--- src/rtl/adder_pkg.sv ---
// Shared types and the golden add/subtract model for the pipelined adder datapath.
package adder_pkg;

  typedef enum logic {OP_ADD = 1'b0, OP_SUB = 1'b1} op_e;

  localparam int MAX_WIDTH  = 32;
  localparam int MAX_STAGES = 8;

  typedef struct packed {
    logic               ovf;
    logic [MAX_WIDTH:0] sum;
  } ref_result_t;

  // Bit-serial ripple model over the low `width` bits; the sum field holds {carry, result}.
  function automatic ref_result_t ref_addsub(input logic [MAX_WIDTH-1:0] a,
                                             input logic [MAX_WIDTH-1:0] b,
                                             input op_e                  op,
                                             input int                   width);
    ref_result_t        r;
    logic               c;
    logic               cmsb;
    logic               bb;
    logic [MAX_WIDTH:0] cbit;
    r    = '0;
    c    = (op == OP_SUB);
    cmsb = 1'b0;
    for (int i = 0; i < MAX_WIDTH; i++) begin
      if (i < width) begin
        bb       = b[i] ^ (op == OP_SUB);
        r.sum[i] = a[i] ^ bb ^ c;
        if (i == width - 1) cmsb = c;
        c = (a[i] & bb) | (a[i] & c) | (bb & c);
      end
    end
    cbit    = '0;
    cbit[0] = c;
    r.sum   = r.sum | (cbit << width);
    r.ovf   = c ^ cmsb;
    return r;
  endfunction

endpackage

--- src/rtl/addsub_slice.sv ---
// One carry-chain slice: SW-bit add with carry-in, carry-out and carry into the slice MSB.
module addsub_slice #(
  parameter int SW = 4
) (
  input  logic [SW-1:0] a,
  input  logic [SW-1:0] b,
  input  logic          cin,
  output logic [SW-1:0] sum,
  output logic          cout,
  output logic          cmsb
);

  logic [SW:0] total;

  // The MSB sum bit is a^b^cin_msb, so the carry into it falls out of the XOR.
  always_comb begin
    total = {1'b0, a} + {1'b0, b} + {{SW{1'b0}}, cin};
    sum   = total[SW-1:0];
    cout  = total[SW];
    cmsb  = a[SW-1] ^ b[SW-1] ^ total[SW-1];
  end

endmodule

--- src/rtl/pipelined_addsub.sv ---
// Pipelined add/subtract: the carry chain is cut into STAGES slices, one per register stage,
// with a bubble-collapsing valid/ready chain and a tag riding alongside each operation.
module pipelined_addsub
  import adder_pkg::*;
#(
  parameter int WIDTH  = 16,
  parameter int STAGES = 4,
  parameter int TAG_W  = 4
) (
  input  logic             clk,
  input  logic             rst,
  input  logic             in_valid,
  output logic             in_ready,
  input  logic [WIDTH-1:0] in_a,
  input  logic [WIDTH-1:0] in_b,
  input  logic             in_op,
  input  logic [TAG_W-1:0] in_tag,
  output logic             out_valid,
  input  logic             out_ready,
  output logic [WIDTH:0]   out_sum,
  output logic             out_ovf,
  output logic [TAG_W-1:0] out_tag
);

  localparam int SW = WIDTH / STAGES;

  logic [STAGES-1:0] valid_q, valid_d, load_en;
  logic [STAGES-1:0] carry_q, carry_d;
  logic [WIDTH-1:0]  a_q   [STAGES];
  logic [WIDTH-1:0]  a_d   [STAGES];
  logic [WIDTH-1:0]  b_q   [STAGES];
  logic [WIDTH-1:0]  b_d   [STAGES];
  logic [WIDTH-1:0]  res_q [STAGES];
  logic [WIDTH-1:0]  res_d [STAGES];
  logic [TAG_W-1:0]  tag_q [STAGES];
  logic [TAG_W-1:0]  tag_d [STAGES];
  logic              ovf_q, ovf_d;

  logic [WIDTH-1:0]  a_src   [STAGES];
  logic [WIDTH-1:0]  b_src   [STAGES];
  logic [WIDTH-1:0]  res_src [STAGES];
  logic [TAG_W-1:0]  tag_src [STAGES];
  logic [STAGES-1:0] cin_src, v_src;
  logic [SW-1:0]     slice_sum  [STAGES];
  logic              slice_cout [STAGES];
  logic              slice_cmsb [STAGES];

  // B is inverted once on entry, so the op itself only lives on as the stage-0 carry-in.
  always_comb begin
    a_src[0]   = in_a;
    b_src[0]   = (op_e'(in_op) == OP_SUB) ? ~in_b : in_b;
    res_src[0] = '0;
    tag_src[0] = in_tag;
    cin_src[0] = in_op;
    v_src[0]   = in_valid;
    for (int k = 1; k < STAGES; k++) begin
      a_src[k]   = a_q[k-1];
      b_src[k]   = b_q[k-1];
      res_src[k] = res_q[k-1];
      tag_src[k] = tag_q[k-1];
      cin_src[k] = carry_q[k-1];
      v_src[k]   = valid_q[k-1];
    end
  end

  for (genvar k = 0; k < STAGES; k++) begin : g_slice
    addsub_slice #(.SW(SW)) u_slice (
      .a    (a_src[k][k*SW +: SW]),
      .b    (b_src[k][k*SW +: SW]),
      .cin  (cin_src[k]),
      .sum  (slice_sum[k]),
      .cout (slice_cout[k]),
      .cmsb (slice_cmsb[k])
    );
  end

  // A stage can load if it is empty or everything between it and the output can move.
  always_comb begin
    logic can_take;
    can_take = out_ready;
    for (int k = STAGES - 1; k >= 0; k--) begin
      can_take   = can_take || !valid_q[k];
      load_en[k] = can_take;
    end
  end

  assign in_ready = load_en[0];

  always_comb begin
    valid_d = valid_q;
    carry_d = carry_q;
    a_d     = a_q;
    b_d     = b_q;
    res_d   = res_q;
    tag_d   = tag_q;
    ovf_d   = ovf_q;
    for (int k = 0; k < STAGES; k++) begin
      if (load_en[k]) begin
        valid_d[k] = v_src[k];
        if (v_src[k]) begin
          a_d[k]                 = a_src[k];
          b_d[k]                 = b_src[k];
          tag_d[k]               = tag_src[k];
          res_d[k]               = res_src[k];
          res_d[k][k*SW +: SW]   = slice_sum[k];
          carry_d[k]             = slice_cout[k];
        end
      end
    end
    if (load_en[STAGES-1] && v_src[STAGES-1]) begin
      ovf_d = slice_cout[STAGES-1] ^ slice_cmsb[STAGES-1];
    end
  end

  always_ff @(posedge clk or negedge rst) begin
    if (!rst) begin
      valid_q <= '0;
      carry_q <= '0;
      ovf_q   <= 1'b0;
      for (int k = 0; k < STAGES; k++) begin
        a_q[k]   <= '0;
        b_q[k]   <= '0;
        res_q[k] <= '0;
        tag_q[k] <= '0;
      end
    end else begin
      valid_q <= valid_d;
      carry_q <= carry_d;
      ovf_q   <= ovf_d;
      a_q     <= a_d;
      b_q     <= b_d;
      res_q   <= res_d;
      tag_q   <= tag_d;
    end
  end

  assign out_valid = valid_q[STAGES-1];
  assign out_sum   = {carry_q[STAGES-1], res_q[STAGES-1]};
  assign out_ovf   = ovf_q;
  assign out_tag   = tag_q[STAGES-1];

endmodule

--- config.mk ---
export PLATFORM = sky130hd
export DESIGN_NAME = pipelined_addsub
export DESIGN_NICKNAME = d
export VERILOG_FILES = /design/src/rtl/adder_pkg.sv /design/src/rtl/addsub_slice.sv /design/src/rtl/pipelined_addsub.sv
export SDC_FILE = /design/constraint.sdc
export NUM_CORES = 1
export LEC_CHECK = 0
export CAP_MARGIN = 20
export CORE_ASPECT_RATIO = 1.2
export CORE_UTILIZATION = 25
export CTS_CLUSTER_DIAMETER = 60
export DETAILED_ROUTE_END_ITERATION = 8
export GPL_TIMING_DRIVEN = 1
export PLACE_DENSITY_LB_ADDON = 0.1
export REMOVE_ABC_BUFFERS = 1
export SLEW_MARGIN = 20
export SYNTH_ARGS = -nofsm -noshare
export SYNTH_HDL_FRONTEND = slang
export SYNTH_SLANG_ARGS = --single-unit
--- constraint.sdc ---
create_clock -name clk -period 4.4 [get_ports clk]
set_input_delay 1.32 -clock clk [delete_from_list [all_inputs] [get_ports clk]]
set_output_delay 1.32 -clock clk [all_outputs]
set_load 0.02 [all_outputs]
## Yosys cells after proc, flatten, opt, wreduce, memory -nomap -nowiden

Index checks and enable logic that the tools add are counted.

| cells by class | value |
|---|---|
| reduce and logical (&&, ||, !) cells | 13 |
| add/subtract/negate cells | 8 |
| mux-type cells | 1 |
| bitwise gates (word level) | 4 |

Operator list:

| cell | count |
|---|---|
| adder 4 x 4 -> 5 bit | 4 |
| adder 5 x 1 -> 5 bit | 4 |
| two-way mux 16 bit | 1 |
| inverter 16 bit | 1 |
| AND reduction 2 bit | 4 |
| logical NOT 1 bit | 4 |
| logical OR 1 bit | 4 |
| bitwise XOR 1 bit | 3 |
| logical AND 1 bit | 1 |

| storage, ports and cells | value |
|---|---|
| logic and storage cells | 49 |
| output and inout bits | 24 |
| flip-flop bits (word level) | 161 |
| bits of input ports | 41 |

## Longest topological paths before layout

| depth | value |
|---|---|
| word-level depth | 6 |
| depth in mapped cells | 9 |

## Modules after synthesis

From an unflattened synthesis, not the netlist that was laid out.

| second synthesis, totals | value |
|---|---|
| cells, all modules | 353 |
| area total of the unflattened synthesis | 5,133.7 sq um |

By module, submodules not included:

| module | sequential area each (sq um) | area an instance (sq um) | times used | cells an instance |
|---|---|---|---|---|
| pipelined_addsub | 2,827.7 | 4,568.1 | 1 | 285 |
| addsub_slice | 0.0 | 141.4 | 4 | 17 |

## Least setup slack after synthesis

OpenSTA, ideal clock, no wires.

| timing | value |
|---|---|
| kind | input -> output |
| start | in out_ready |
| end | out in_ready |
| path buffers | 0 |
| slack | 1,213 ps |
| cell stages on the path | 2 |
| arrival | 1,867 ps |
| data required time | 3,080 ps |
| path through | nand4b_4 -> or2_2 |

| between the ends | value |
|---|---|
| cells in the longest elaborated chain, start to end | 4 |

RTL lines:

| element | line | text |
|---|---|---|
| from (decl) | pipelined_addsub.sv:19 | `input logic out_ready,` |
| logical OR 1 bit (4 in a row) | pipelined_addsub.sv:82 | `can_take = can_take \|\| !valid_q[k];` |
| to (decl) | pipelined_addsub.sv:13 | `output logic in_ready,` |

No other way between the ends.

## Worst setup path in the final report

Same ends and word-level chain as after synthesis.

==> results.py <==
metrics = {
    "outcome": {
        "outcome": "complete, no violations",
    },
    "setup_path": {
        "critical_path.most_common_cell": "clkdlybuf4s50_1",
        "path_buf_inv": 2,
        "reg2reg_from": "valid_q[2]",
        "timing.rr.end": "a_q[52]",
        "cp-start-kind": "input port",
        "critPathMaxStageDelay_ns": 0.55,
        "path_depth": 4,
        "cp_top_family": "buffers and inverters",
        "r2r_cells": 4,
        "endpoint_kind": "output pin",
        "cp_slowest_cell": "clkdlybuf4s50_1",
        "rrSetupSlack_ns": 2.54,
        "required_ns": 3.08,
        "critPathKind": "in2out",
        "cp.arrival_ns": 2.84,
        "crit_chain": "clkdlybuf4s50_1, nand4b_4, or2_2, clkdlybuf4s50_1",
        "crit_fanout": 4,
    },
    "cells_and_area": {
        "final.fill_count": 1984,
        "diodes": 0,
        "area_growth_pct": 27.0,
        "fin_nets": 490,
        "drive_gt1_frac": 0.262,
    },
    "logic_synthesis": {
        "synth_mux_area_frac": 0.181,
        "ys_seq_area_frac": 0.563,
        "ys_types": 24,
        "synth_top_family_by_area": "multiplexers",
        "yosys_warnings": 0,
        "synth-xor-area-share": 0.0436,
        "syn_area_per_cell_sq_um": 13.3,
        "synth.area.top_cells": "dfrtp_1 56%, mux2_2 18%, buf_4 3.7%",
        "synth_top_area_cell": "dfrtp_1",
        "synth-compound-area-share": 0.0501,
        "synth_top_area_frac": 0.563,
        "syn_area_sq_mm": 0.00502,
        "syn-instance-count": 377,
        "synthAdderAreaFrac": 0.0578,
        "synth.ff_latch_count": 113,
        "synth-simple-area-share": 0.0416,
    },
    "power": {
        "powerDensity_mw_per_mm2": 643,
        "peakVddDrop_mv": 0.257,
        "leakage_uw": 0.00277,
    },
    "global_route": {
        "grt_pass1_vias": 3062,
        "grt_max_degree": 57,
        "grt-ovfl-total": 0,
        "antenna_found_initial": 0,
        "grtUsageTotal": 0.103,
        "grt_pass1_wl_um": 15800,
    },
    "place": {
        "io_buffers": 64,
        "place_congestion": 0.669,
        "place_hpwl_um": 6170,
    },
    "route": {
        "post_drt_wl_per_cell_um": 13.5,
        "firstDrtPassIters": 4,
        "vias": 2814,
        "drc": 0,
        "ant_nets": 0,
        "via_per_inst": 4.00,
        "drtIter0Drc": 89,
        "wl_um": 9500,
    },
    "sta": {
        "fin_crit_ns": 4.16,
        "rsz0062_at_grt": "no",
        "finClkSkew_ns": 0.00594,
        "fmax_ghz": 0.240,
        "fin_crit_sh": 0.946,
        "slew_viol_final": 0,
        "setup_tns_ns": 0,
        "slew_headroom": 0.431,
        "holdWs_ns": 0.472,
        "finalSetupViolations": 0,
        "worstMarginPinSlew_ns": 0.850,
        "finalHoldViolations": 0,
    },
    "die": {
        "die_area_sq_mm": 0.0207,
        "fp.dieW_um": 131,
        "start_util": 0.256,
        "core_region_area_sq_mm": 0.0196,
        "die-height_um": 157,
        "rows": 56,
        "ioPinCount": 65,
    },
    "flow_run": {
        "cap_violations": 0,
    },
    "clock_tree": {
        "cts_hold_buf": 0,
        "clk_latency_ns": 0.41,
        "clock_path_buffers": 2,
        "cts_max_level": 4,
        "cts.clk_slew.worst_paths_ns": 0.05,
        "cts_buffers": 17,
        "ctsResizeCount": 0,
        "cts.sinks": 113,
        "clock-root-buffer": "clkbuf_16",
        "postCtsSetupBuffers": 0,
        "cts_tree": "built",
    },
    "min_path": {
        "holdPathEnd": "b_q[62]",
        "whs_path_depth": 2,
        "hp-class": "reg2reg",
        "min-delay-start": "b_q[62]",
    },
}
[registers in the layout, summed over array words and instances (netlist names)]
| signal | cells |
|---|---|
| a_q | 24 |
| b_q | 24 |
| carry_q | 4 |
| out_ovf | 1 |
| out_sum | 16 |
| out_tag | 4 |
| res_q | 24 |
| tag_q | 12 |
| valid_q | 4 |
[cell usage after synthesis, drive strengths merged]
library cell / number
a21o: 6
a21oi: 9
buf: 34
clkbuf: 1
dfrtp: 113
fa: 7
ha: 12
inv: 15
mux2: 80
mux2i: 1
nand2: 33
nand2b: 5
nand3b: 1
nand4b: 1
nor2: 3
o21ai: 30
or2: 1
xnor2: 13
xor2: 12
[layer usage]
layer,GRT usage,share of wire,vias to the layer above
li1,-,-,1359
met1,0.115,0.43,1391
met2,0.174,0.50,51
met3,0.0335,0.043,13
met4,0.0581,0.020,0
met5,0,0,-
[worst max path at each step]
stage,start,end,slack (ns)
after global placement,out_ready,in_ready,0.23
after floorplan,out_ready,in_ready,1.21
after global routing,out_ready,in_ready,0.18
after CTS,out_ready,in_ready,0.22
final,out_ready,in_ready,0.24
after detailed placement,out_ready,in_ready,0.23
[cell usage in the layout, fill, tap and decap left out, drive strengths merged]
cell	instances
inv	15
clkinv	2
o21ai	30
mux2	80
fa	7
a21oi	9
a21o	6
nand2b	5
nand2	33
bufinv	3
ha	12
xnor2	13
nor2	3
xor2	12
clkbuf	26
buf	6
nand4b	1
nand3b	1
mux2i	1
or2	1
clkdlybuf4s50	63
dfrtp	113
[worst min-delay path: stages, from the launching register on]
cell     delay [ns]
dfrtp_1        0.33
nand2_1        0.05
o21ai_0        0.06
[metrics by stage]
stage | util | power, uW | std cells | cell area, sq um | setup WS, ns
2_1_floorplan | - | 2300 | 342 | 4760 | 1.21
3_3_place_gp | 0.295 | 2740 | 672 | 5780 | 0.228
3_5_place_dp | 0.295 | 2770 | 672 | 5780 | 0.231
4_1_cts | 0.325 | 4190 | 703 | 6380 | 0.218
5_1_grt | 0.325 | 4390 | 703 | 6380 | 0.182
6_report | 0.325 | 4100 | 703 | 6380 | 0.236
[cell families (layout without fill, tap and decap cells)]
family                   count (synthesis)  after routing
AND/OR/NAND/NOR                         44             44
flip-flops                             113            113
buffers and inverters                   50            115
AO/OA/AOI/OAI                           45             45
XOR/XNOR                                25             25
adder cells (fa/ha/maj)                 19             19
multiplexers                            81             81
[power by group]
part	total (uW)	internal (uW)	leakage, uW	switching [uW]
combinational	1130	619	0.00112	508
clock	1390	945	0.000294	443
sequential	1590	1400	0.00135	187
[area by class of cell]
class / instances / area (sq um) / area share
clock buffers: 26 / 499 / 0.0783
clock inverters: 5 / 100 / 0.0157
inverters: 15 / 56.3 / 0.00883
multi-input cells: 214 / 1880 / 0.295
flip-flops and latches: 113 / 2830 / 0.443
well taps: 261 / 327 / 0.0512
repair buffers: 69 / 688 / 0.108
No activity file was read; power rests on OpenSTA's default activity.
